**config.mk**
```make
export PLATFORM = sky130hd
export DESIGN_NAME = sync_fifo_flags_flat
export DESIGN_NICKNAME = d
export VERILOG_FILES = /design/src/rtl/sync_fifo_flags_if.sv /design/src/rtl/sync_fifo_flags.sv /design/src/flat_wrapper.sv
export SDC_FILE = /design/constraint.sdc
export NUM_CORES = 1
export LEC_CHECK = 0
export ABC_CLOCK_PERIOD_IN_PS = 5300
export CORE_ASPECT_RATIO = 0.8
export CORE_MARGIN = 2
export CORE_UTILIZATION = 55
export CTS_BUF_LIST = sky130_fd_sc_hd__clkbuf_4 sky130_fd_sc_hd__clkbuf_8 sky130_fd_sc_hd__clkbuf_16
export CTS_CLUSTER_SIZE = 28
export DETAILED_ROUTE_END_ITERATION = 16
export PLACE_DENSITY = 0.74
export SYNTH_ARGS = -nofsm -noshare
export SYNTH_HDL_FRONTEND = slang
export SYNTH_SLANG_ARGS = --single-unit
```
**constraint.sdc**
```tcl
create_clock -name clk -period 5.3 [get_ports clk]
set_clock_uncertainty 0.15 [all_clocks]
set_input_delay 0.795 -clock clk [delete_from_list [all_inputs] [get_ports clk]]
set_output_delay 0.795 -clock clk [all_outputs]
set_load 0.05 [all_outputs]
```
**src/rtl/sync_fifo_flags_if.sv**
```systemverilog
// sync_fifo_flags_if: producer/consumer bundle for sync_fifo_flags.
//   master modport: the user side. It drives wr_en/wr_data/rd_en and observes
//                   the read data, status flags, occupancy and error pulses.
//   slave  modport: the FIFO side.
// Signals:
//   wr_en, wr_data      write request and word
//   rd_en, rd_data      read request (pop) and word
//   full, empty         occupancy at the limits
//   almost_full/empty   threshold flags
//   count               occupancy, 0..DEPTH
//   overflow/underflow  one-cycle pulses on rejected requests
interface sync_fifo_flags_if #(
    parameter int DATA_WIDTH = 8,
    parameter int DEPTH      = 16
);
    localparam int CW = $clog2(DEPTH + 1);

    logic                  wr_en;
    logic [DATA_WIDTH-1:0] wr_data;
    logic                  rd_en;
    logic [DATA_WIDTH-1:0] rd_data;
    logic                  full;
    logic                  empty;
    logic                  almost_full;
    logic                  almost_empty;
    logic [CW-1:0]         count;
    logic                  overflow;
    logic                  underflow;

    modport master (
        output wr_en, wr_data, rd_en,
        input  rd_data, full, empty, almost_full, almost_empty,
               count, overflow, underflow
    );

    modport slave (
        input  wr_en, wr_data, rd_en,
        output rd_data, full, empty, almost_full, almost_empty,
               count, overflow, underflow
    );
endinterface

```
**src/rtl/sync_fifo_flags.sv**
```systemverilog
// sync_fifo_flags: single-clock FIFO of arbitrary depth with an occupancy
// count, programmable almost-full/almost-empty thresholds, overflow and
// underflow pulses, and a selectable first-word-fall-through read mode.
// Ports:
//   clk  rising-edge clock
//   rst  asynchronous, active-high reset
//   bus  sync_fifo_flags_if.slave (write/read handshakes, data, status)
// Parameters:
//   DATA_WIDTH  word width (>=1)
//   DEPTH       number of entries (>=2, any value)
//   AF_LEVEL    almost_full when count >= AF_LEVEL (1..DEPTH)
//   AE_LEVEL    almost_empty when count <= AE_LEVEL (0..DEPTH-1)
//   FWFT        0 = registered read, 1 = head word shown on rd_data
module sync_fifo_flags #(
    parameter int DATA_WIDTH = 8,
    parameter int DEPTH      = 16,
    parameter int AF_LEVEL   = DEPTH - 2,
    parameter int AE_LEVEL   = 2,
    parameter int FWFT       = 0
) (
    input  logic               clk,
    input  logic               rst,
    sync_fifo_flags_if.slave   bus
);
    localparam int AW = (DEPTH > 1) ? $clog2(DEPTH) : 1;
    localparam int CW = $clog2(DEPTH + 1);

    localparam logic [AW-1:0] LAST_PTR  = AW'(DEPTH - 1);
    localparam logic [CW-1:0] DEPTH_CNT = CW'(DEPTH);
    localparam logic [CW-1:0] AF_CNT    = CW'(AF_LEVEL);
    localparam logic [CW-1:0] AE_CNT    = CW'(AE_LEVEL);

    // Storage: no reset so it maps onto block/distributed RAM.
    logic [DATA_WIDTH-1:0] mem [DEPTH];

    logic [AW-1:0] wr_ptr_reg, wr_ptr_next;
    logic [AW-1:0] rd_ptr_reg, rd_ptr_next;
    logic [CW-1:0] count_reg, count_next;
    logic          full_reg, full_next;
    logic          empty_reg, empty_next;
    logic          af_reg, af_next;
    logic          ae_reg, ae_next;
    logic          overflow_reg;
    logic          underflow_reg;
    logic          wr_acc;
    logic          rd_acc;

    always_comb begin
        // Acceptance is judged on the registered flags, i.e. the state
        // before the edge; a read at full frees no space this cycle.
        wr_acc = bus.wr_en && !full_reg;
        rd_acc = bus.rd_en && !empty_reg;

        // Explicit wrap compare so non-power-of-two depths work.
        wr_ptr_next = wr_ptr_reg;
        if (wr_acc) begin
            wr_ptr_next = (wr_ptr_reg == LAST_PTR) ? '0 : wr_ptr_reg + AW'(1);
        end
        rd_ptr_next = rd_ptr_reg;
        if (rd_acc) begin
            rd_ptr_next = (rd_ptr_reg == LAST_PTR) ? '0 : rd_ptr_reg + AW'(1);
        end

        count_next = count_reg;
        case ({wr_acc, rd_acc})
            2'b10:   count_next = count_reg + CW'(1);
            2'b01:   count_next = count_reg - CW'(1);
            default: count_next = count_reg;
        endcase

        // All status flags derive from the same next count so they are
        // registered together and never disagree with count.
        full_next  = (count_next == DEPTH_CNT);
        empty_next = (count_next == '0);
        af_next    = (count_next >= AF_CNT);
        ae_next    = (count_next <= AE_CNT);
    end

    always_ff @(posedge clk or posedge rst) begin
        if (rst) begin
            wr_ptr_reg    <= '0;
            rd_ptr_reg    <= '0;
            count_reg     <= '0;
            full_reg      <= 1'b0;
            empty_reg     <= 1'b1;
            af_reg        <= 1'b0;
            ae_reg        <= 1'b1;
            overflow_reg  <= 1'b0;
            underflow_reg <= 1'b0;
        end else begin
            wr_ptr_reg    <= wr_ptr_next;
            rd_ptr_reg    <= rd_ptr_next;
            count_reg     <= count_next;
            full_reg      <= full_next;
            empty_reg     <= empty_next;
            af_reg        <= af_next;
            ae_reg        <= ae_next;
            overflow_reg  <= bus.wr_en && full_reg;
            underflow_reg <= bus.rd_en && empty_reg;
        end
    end

    always_ff @(posedge clk) begin
        if (wr_acc) begin
            mem[wr_ptr_reg] <= bus.wr_data;
        end
    end

    generate
        if (FWFT != 0) begin : g_fwft
            // Head word is presented directly; a write into an empty FIFO
            // lands at rd_ptr and is visible right after that edge.
            assign bus.rd_data = mem[rd_ptr_reg];
        end else begin : g_std
            logic [DATA_WIDTH-1:0] rd_data_reg;

            always_ff @(posedge clk or posedge rst) begin
                if (rst) begin
                    rd_data_reg <= '0;
                end else if (rd_acc) begin
                    rd_data_reg <= mem[rd_ptr_reg];
                end
            end

            assign bus.rd_data = rd_data_reg;
        end
    endgenerate

    assign bus.count        = count_reg;
    assign bus.full         = full_reg;
    assign bus.empty        = empty_reg;
    assign bus.almost_full  = af_reg;
    assign bus.almost_empty = ae_reg;
    assign bus.overflow     = overflow_reg;
    assign bus.underflow    = underflow_reg;
endmodule

```
**src/flat_wrapper.sv**
```systemverilog
// flat-port wrapper written by rule: the top's interface ports become plain ports
module sync_fifo_flags_flat 
#(
    parameter int DATA_WIDTH = 8,
    parameter int DEPTH      = 16,
    parameter int AF_LEVEL   = DEPTH - 2,
    parameter int AE_LEVEL   = 2,
    parameter int FWFT       = 0
)
  (clk, rst, bus_wr_en, bus_wr_data, bus_rd_en, bus_rd_data, bus_full, bus_empty, bus_almost_full, bus_almost_empty, bus_count, bus_overflow, bus_underflow);
  sync_fifo_flags_if #(.DATA_WIDTH(DATA_WIDTH), .DEPTH(DEPTH)) bus_i ();
  input  logic clk;
  input  logic rst;
  input wire logic [$bits(bus_i.wr_en)-1:0] bus_wr_en;
  input wire logic [$bits(bus_i.wr_data)-1:0] bus_wr_data;
  input wire logic [$bits(bus_i.rd_en)-1:0] bus_rd_en;
  output wire logic [$bits(bus_i.rd_data)-1:0] bus_rd_data;
  output wire logic [$bits(bus_i.full)-1:0] bus_full;
  output wire logic [$bits(bus_i.empty)-1:0] bus_empty;
  output wire logic [$bits(bus_i.almost_full)-1:0] bus_almost_full;
  output wire logic [$bits(bus_i.almost_empty)-1:0] bus_almost_empty;
  output wire logic [$bits(bus_i.count)-1:0] bus_count;
  output wire logic [$bits(bus_i.overflow)-1:0] bus_overflow;
  output wire logic [$bits(bus_i.underflow)-1:0] bus_underflow;
  assign bus_i.wr_en = bus_wr_en;
  assign bus_i.wr_data = bus_wr_data;
  assign bus_i.rd_en = bus_rd_en;
  assign bus_rd_data = bus_i.rd_data;
  assign bus_full = bus_i.full;
  assign bus_empty = bus_i.empty;
  assign bus_almost_full = bus_i.almost_full;
  assign bus_almost_empty = bus_i.almost_empty;
  assign bus_count = bus_i.count;
  assign bus_overflow = bus_i.overflow;
  assign bus_underflow = bus_i.underflow;
  sync_fifo_flags #(.DATA_WIDTH(DATA_WIDTH), .DEPTH(DEPTH), .AF_LEVEL(AF_LEVEL), .AE_LEVEL(AE_LEVEL), .FWFT(FWFT)) u_core (.clk(clk), .rst(rst), .bus(bus_i));
endmodule
```
==> results_dict.tcl, run 1 <==
set metrics [dict create \
    synth_nets 358 \
    core_sq_um 11000 \
    seqCellArea_sq_um 4520 \
    drt_pass1_iterations 4 \
    drt-wirelength-per-cell_um 22.3 \
    post_cts_resized 0 \
    dieArea_sq_um 12300 \
    nets 393 \
    die_y_um 99.4 \
    grt_pass1_vias 3193 \
    wl_mm 11.8 \
    core.rowCount 34 \
    fp.dieW_um 123 \
    critPathCaptureType "flip-flop" \
    path_clk_slew_ns 0.06 \
    post_cts_buffers 0 \
    grt_usage_pct 21.6 \
    final_area_sq_um 7310 \
    max_stage_delay_ns 0.47 \
    ys_ff_latch 155 \
    htree_levels 4 \
    rsz0062_at_grt "no" \
    place_area_sq_um 6670 \
    critical_path_arrival_ns 3.82 \
    slowest_stage "clkdlybuf4s50_1" \
    synth-edff-count 128 \
    period_needed_ns 3.64 \
    drt_first_iter_violations 373 \
    start_util_pct 57.0 \
    crit_fanout 16 \
    clock_sinks 155 \
    cts_tree "done" \
    finalSetupViolations 0 \
    drv_cap 0 \
    area_growth_pct 16.8 \
    ys_top_cells_by_count "128 x edfxtp_1, 40 x mux4_2, 38 x nand2_1, 25 x dfrtp_1, 18 x and2_1" \
    hold_depth 2 \
    worst_slew_pin_slew_ns 1.02 \
    irDropWorstVdd_mv 0.362 \
    clock_latency_ns 0.41 \
    diodes 0 \
    synth_area_sq_um 6260 \
    final-hold-violation-count 0 \
    clockRootBuffer "clkbuf_16" \
    period_share_pct 68.7 \
    fin_cells 531 \
    max_clock_freq_mhz 275 \
    critPathKind "primary input to flip-flop" \
    vias 3142 \
    n_fill_cell 726 \
    hold_slack_ns 0.332 \
    num_io_pins 31 \
    slew_headroom_pct 31.7 \
    reg2reg_depth 10 \
    seq_area_frac_synth_pct 72.2 \
    remaining_drc_errors 0 \
    ant_nets 0 \
    holdBufCountCts 0 \
    fin_setup_tns_ns 0 \
    finalMaxSlewViolations 0 \
    yosys.area.top_type "edfxtp_1" \
    total_leakage_power_nw 2.52 \
    synth_top_area_share_pct 61.4 \
    syn_area_per_cell_sq_um 18.5 \
    crit_required_ns 5.47 \
    start_kind "primary input" \
    synth_area_leaders "edfxtp_1 61%, mux4_2 14%, dfrtp_1 10%" \
    cts_made_buffers 17 \
    async_reset_ff_share_pct 17.4 \
    power_density_nw_per_um2 590 \
    layout-drive-gt1-share_pct 20.9 \
    clock_path_buffers 2 \
    dp_hpwl_mm 7.67 \
    grt_antenna_before_repair 0 \
    yosysWarnings 0 \
    grt_max_degree 37 \
    path_cells "clkdlybuf4s50_1 > nand2b_1 > inv_1 > nand2_1 > xnor2_1 > ha_1 > inv_1 > o311ai_0 > a21oi_1 > xor2_1 > nor3b_1" \
    grt_pass1_wl_mm 18.7 \
    netlist_instances 339 \
    worst_path_most_repeated_cell "inv_1" \
    synthFlopType "edfxtp_1" \
    status "complete, no violations" \
    synthDistinctLibCells 41 \
    synth.most_common_cell "edfxtp_1" \
    gp_congestion 0.799 \
    largest_reg_flops 128 \
    hold_class "flip-flop to flip-flop" \
    io_buffers 30 \
    grt_overflow 0 \
    multiInputGateArea_sq_um 1620 \
    drt-vias-per-instance 5.92 \
    dp.cells 499 \
]
## worst paths after layout
check                                           start  slack (ns)               endpoint
worst min-delay path            u_core.bus.rd_data[5]        0.33  u_core.bus.rd_data[5]
max in group asynchronous                         rst        3.52   u_core.rd_ptr_reg[0]
min in group asynchronous                         rst        0.79   u_core.bus.underflow
worst min register to register  u_core.bus.rd_data[5]        0.33  u_core.bus.rd_data[5]
worst max register to register       u_core.bus.empty        1.91        u_core.bus.full
worst max-delay path                        bus_rd_en        1.66        u_core.bus.full
## where the power goes
group / switching, mW / internal (mW)
combinational: 0.773 / 0.593
clock: 0.479 / 0.782
sequential: 0.176 / 1.51
total: 1.43 / 2.89
## per-stage QoR
step / util [%] / setup WS (ns) / power (mW)
floorplan: - / 2.36 / 2.68
global placement: 60.8 / 1.49 / 3.04
detailed placement: 60.8 / 1.33 / 3.07
CTS: 66.6 / 1.76 / 4.33
global route: 66.6 / 1.33 / 4.50
finish: 66.6 / 1.66 / 4.32
## critical path: cells and delay by family
| family | cells | cell delay, ns |
|---|---|---|
| AOI/OAI and AO/OA | 2 | 0.53 |
| and+or+nand+nor | 3 | 0.77 |
| xor gates and xnor gates | 2 | 0.53 |
| buffers and inverters | 3 | 0.99 |
| adders and majority gates | 1 | 0.21 |
## kinds of logic after synthesis
| group | count (synthesis) | synth area share (%) |
|---|---|---|
| AOI/OAI and AO/OA | 25 | 2.62 |
| adders and majority gates | 7 | 1.40 |
| and+or+nand+nor | 80 | 6.18 |
| DFF | 155 | 72.2 |
| muxes | 41 | 14.6 |
| xor gates and xnor gates | 7 | 1.10 |
| buffers and inverters | 24 | 1.92 |
## cells in the final DEF (no fill, tap or decap), types with 3 or more instances in the layout
cell type and n:
dfrtp_1 24, a21oi_1 6, nor2_1 4, o21ai_0 6, xnor2_1 4, clkbuf_16 21, mux4_2 40, ha_1 7
nand3_1 4, buf_4 3, clkdlybuf4s50_1 30, clkinvlp_4 4, nand2_1 38, edfxtp_1 128, and2_1 18, inv_1 6
nor3_1 5
## area by class of cell
type                       count  area share [%]
clock buffer                  23            7.48
clock inverter                 9            1.30
inverter                       7           0.359
multi-input combinational    160            22.1
sequential                   155            61.9
tap                          144            2.46
timing repair buffer          33            4.41
## layer usage
layer | global-route usage, % | up-vias | part of all wire (%)
met4 | 7.52 | 0 | 1.4
li1 | - | 1393 | -
met2 | 30.6 | 90 | 47
met1 | 33.3 | 1643 | 47
met3 | 5.50 | 16 | 5.5
met5 | 0 | - | 0
Power figures use the tool's default switching activity.
==> inputs of run 2 (changes only) <==
--- a/config.mk
+++ b/config.mk
@@ -5,7 +5,7 @@
 export SDC_FILE = /design/constraint.sdc
 export NUM_CORES = 1
 export LEC_CHECK = 0
-export ABC_CLOCK_PERIOD_IN_PS = 5300
+export ABC_CLOCK_PERIOD_IN_PS = 3800
 export CORE_ASPECT_RATIO = 0.8
 export CORE_MARGIN = 2
 export CORE_UTILIZATION = 55
==> constraint.sdc (replaced) <==
create_clock -name clk -period 3.8 [get_ports clk]
set_clock_uncertainty 0.15 [all_clocks]
set_input_delay 0.57 -clock clk [delete_from_list [all_inputs] [get_ports clk]]
set_output_delay 0.57 -clock clk [all_outputs]
set_load 0.05 [all_outputs]
==> results_dict.tcl, run 2 (synthesis gave the netlist of run 1 again) <==
set metrics [dict create \
    period_share_pct 73.7 \
    post_cts_resized 0 \
    core.rowCount 34 \
    critPathCaptureType "flip-flop" \
    fp.dieW_um 123 \
    hold_slack_ns 0.333 \
    clockRootBuffer "clkbuf_16" \
    layout_common_cells "128 x edfxtp_1, 40 x mux4_2, 38 x nand2_1" \
    final_core_util_pct 66.4 \
    grt_pass1_vias 3325 \
    fin_setup_tns_ns 0 \
    critical_path_arrival_ns 2.99 \
    grt_overflow 0 \
    dp_hpwl_mm 7.69 \
    clock_path_buffers 2 \
    dp_slack_ns 0.593 \
    total_leakage_power_nw 2.54 \
    start_kind "primary input" \
    worst_slew_pin_slew_ns 1.03 \
    io_buffers 30 \
    nets 395 \
    drt-wirelength-per-cell_um 22.8 \
    hold_depth 2 \
    remaining_drc_errors 0 \
    start_util_pct 57.0 \
    core_sq_um 11000 \
    final_common_cell "edfxtp_1" \
    drt_pass1_iterations 5 \
    vias 3144 \
    dp.cells 501 \
    cts_tree "done" \
    status "complete, no violations" \
    diodes 0 \
    period_needed_ns 2.80 \
    layout-drive-gt1-share_pct 21.3 \
    holdBufCountCts 0 \
    reg2reg_depth 11 \
    finalSetupViolations 0 \
    power_density_nw_per_um2 817 \
    die_y_um 99.4 \
    grt_antenna_before_repair 0 \
    final_area_sq_um 7290 \
    final-hold-violation-count 0 \
    path_clk_slew_ns 0.06 \
    hold_class "flip-flop to flip-flop" \
    crit_required_ns 3.99 \
    cts_made_buffers 17 \
    slew_headroom_pct 31.3 \
    critPathKind "primary input to flip-flop" \
    drv_cap 0 \
    max_clock_freq_mhz 357 \
    drt-vias-per-instance 5.90 \
    ant_nets 0 \
    area_growth_pct 16.5 \
    clock_sinks 155 \
    grt_pass1_wl_mm 19.2 \
    htree_levels 4 \
    drt_first_iter_violations 319 \
    finalMaxSlewViolations 0 \
    place_area_sq_um 6690 \
    dieArea_sq_um 12300 \
    gp_congestion 0.851 \
    fin_cells 533 \
    clock_latency_ns 0.41 \
    num_io_pins 31 \
    layout_setup_ws_ns 1.00 \
    grt_usage_pct 22.5 \
    total_power_mw 5.96 \
    grt_max_degree 38 \
    post_cts_buffers 0 \
    crit_fanout 6 \
    rsz0062_at_grt "no" \
    irDropWorstVdd_mv 0.430 \
    wl_mm 12.2 \
    largest_reg_flops 128 \
]
run 2: changes by cell type in the layout (fill, tap and decap cells not counted), sizes merged:
cell	previous run	this run
clkbuf	23	27
clkinvlp	4	0
buf	3	5
clkinv	2	3
inv	9	8
run 2: final timing paths:
path	start	to	slack (ns)
setup / recovery	bus_wr_en	u_core.bus.almost_empty	1.00
hold / removal	u_core.bus.rd_data[5]	u_core.bus.rd_data[5]	0.33
setup reg to reg	u_core.bus.empty	u_core.bus.almost_empty	1.18
hold reg to reg	u_core.bus.rd_data[5]	u_core.bus.rd_data[5]	0.33
max in group asynchronous	rst	u_core.rd_ptr_reg[0]	2.25
min in group asynchronous	rst	u_core.rd_ptr_reg[0]	0.56
run 2: where the power goes:
group	internal, mW	total, mW	switching (mW)	leakage [nW]
clock	1.06	1.68	0.619	0.309
sequential	2.11	2.32	0.211	1.48
combinational	0.833	1.95	1.12	0.747
run 2: layout make-up:
type | count | area [sq um]
fillers | 705 | 3680
multi-input cells | 160 | 1620
clock buffers | 27 | 556
repair buffers | 35 | 338
clock inverters | 5 | 51.3
well taps | 144 | 180
inverters | 7 | 26.3
flip-flops and latches | 155 | 4520
run 2: worst max-delay path, stage by stage:
cell and delay (ns):
clkdlybuf4s50_1 0.48, nor2b_1 0.21, inv_2 0.09, nand2_1 0.14
xnor2_1 0.09, ha_1 0.22, a21oi_1 0.15, a21boi_0 0.37
o22ai_1 0.15, o21a_1 0.19, o22a_1 0.19, nor3_1 0.13
run 2: metal layers:
metal  vias to the layer above  GRT usage [%]  part of all wire (%)
met3                        13           5.16                   6.2
met2                       102           33.3                    47
met5                         -              0                     0
met1                      1629           34.0                    45
li1                       1400              -                     -
met4                         0           6.82                   1.2
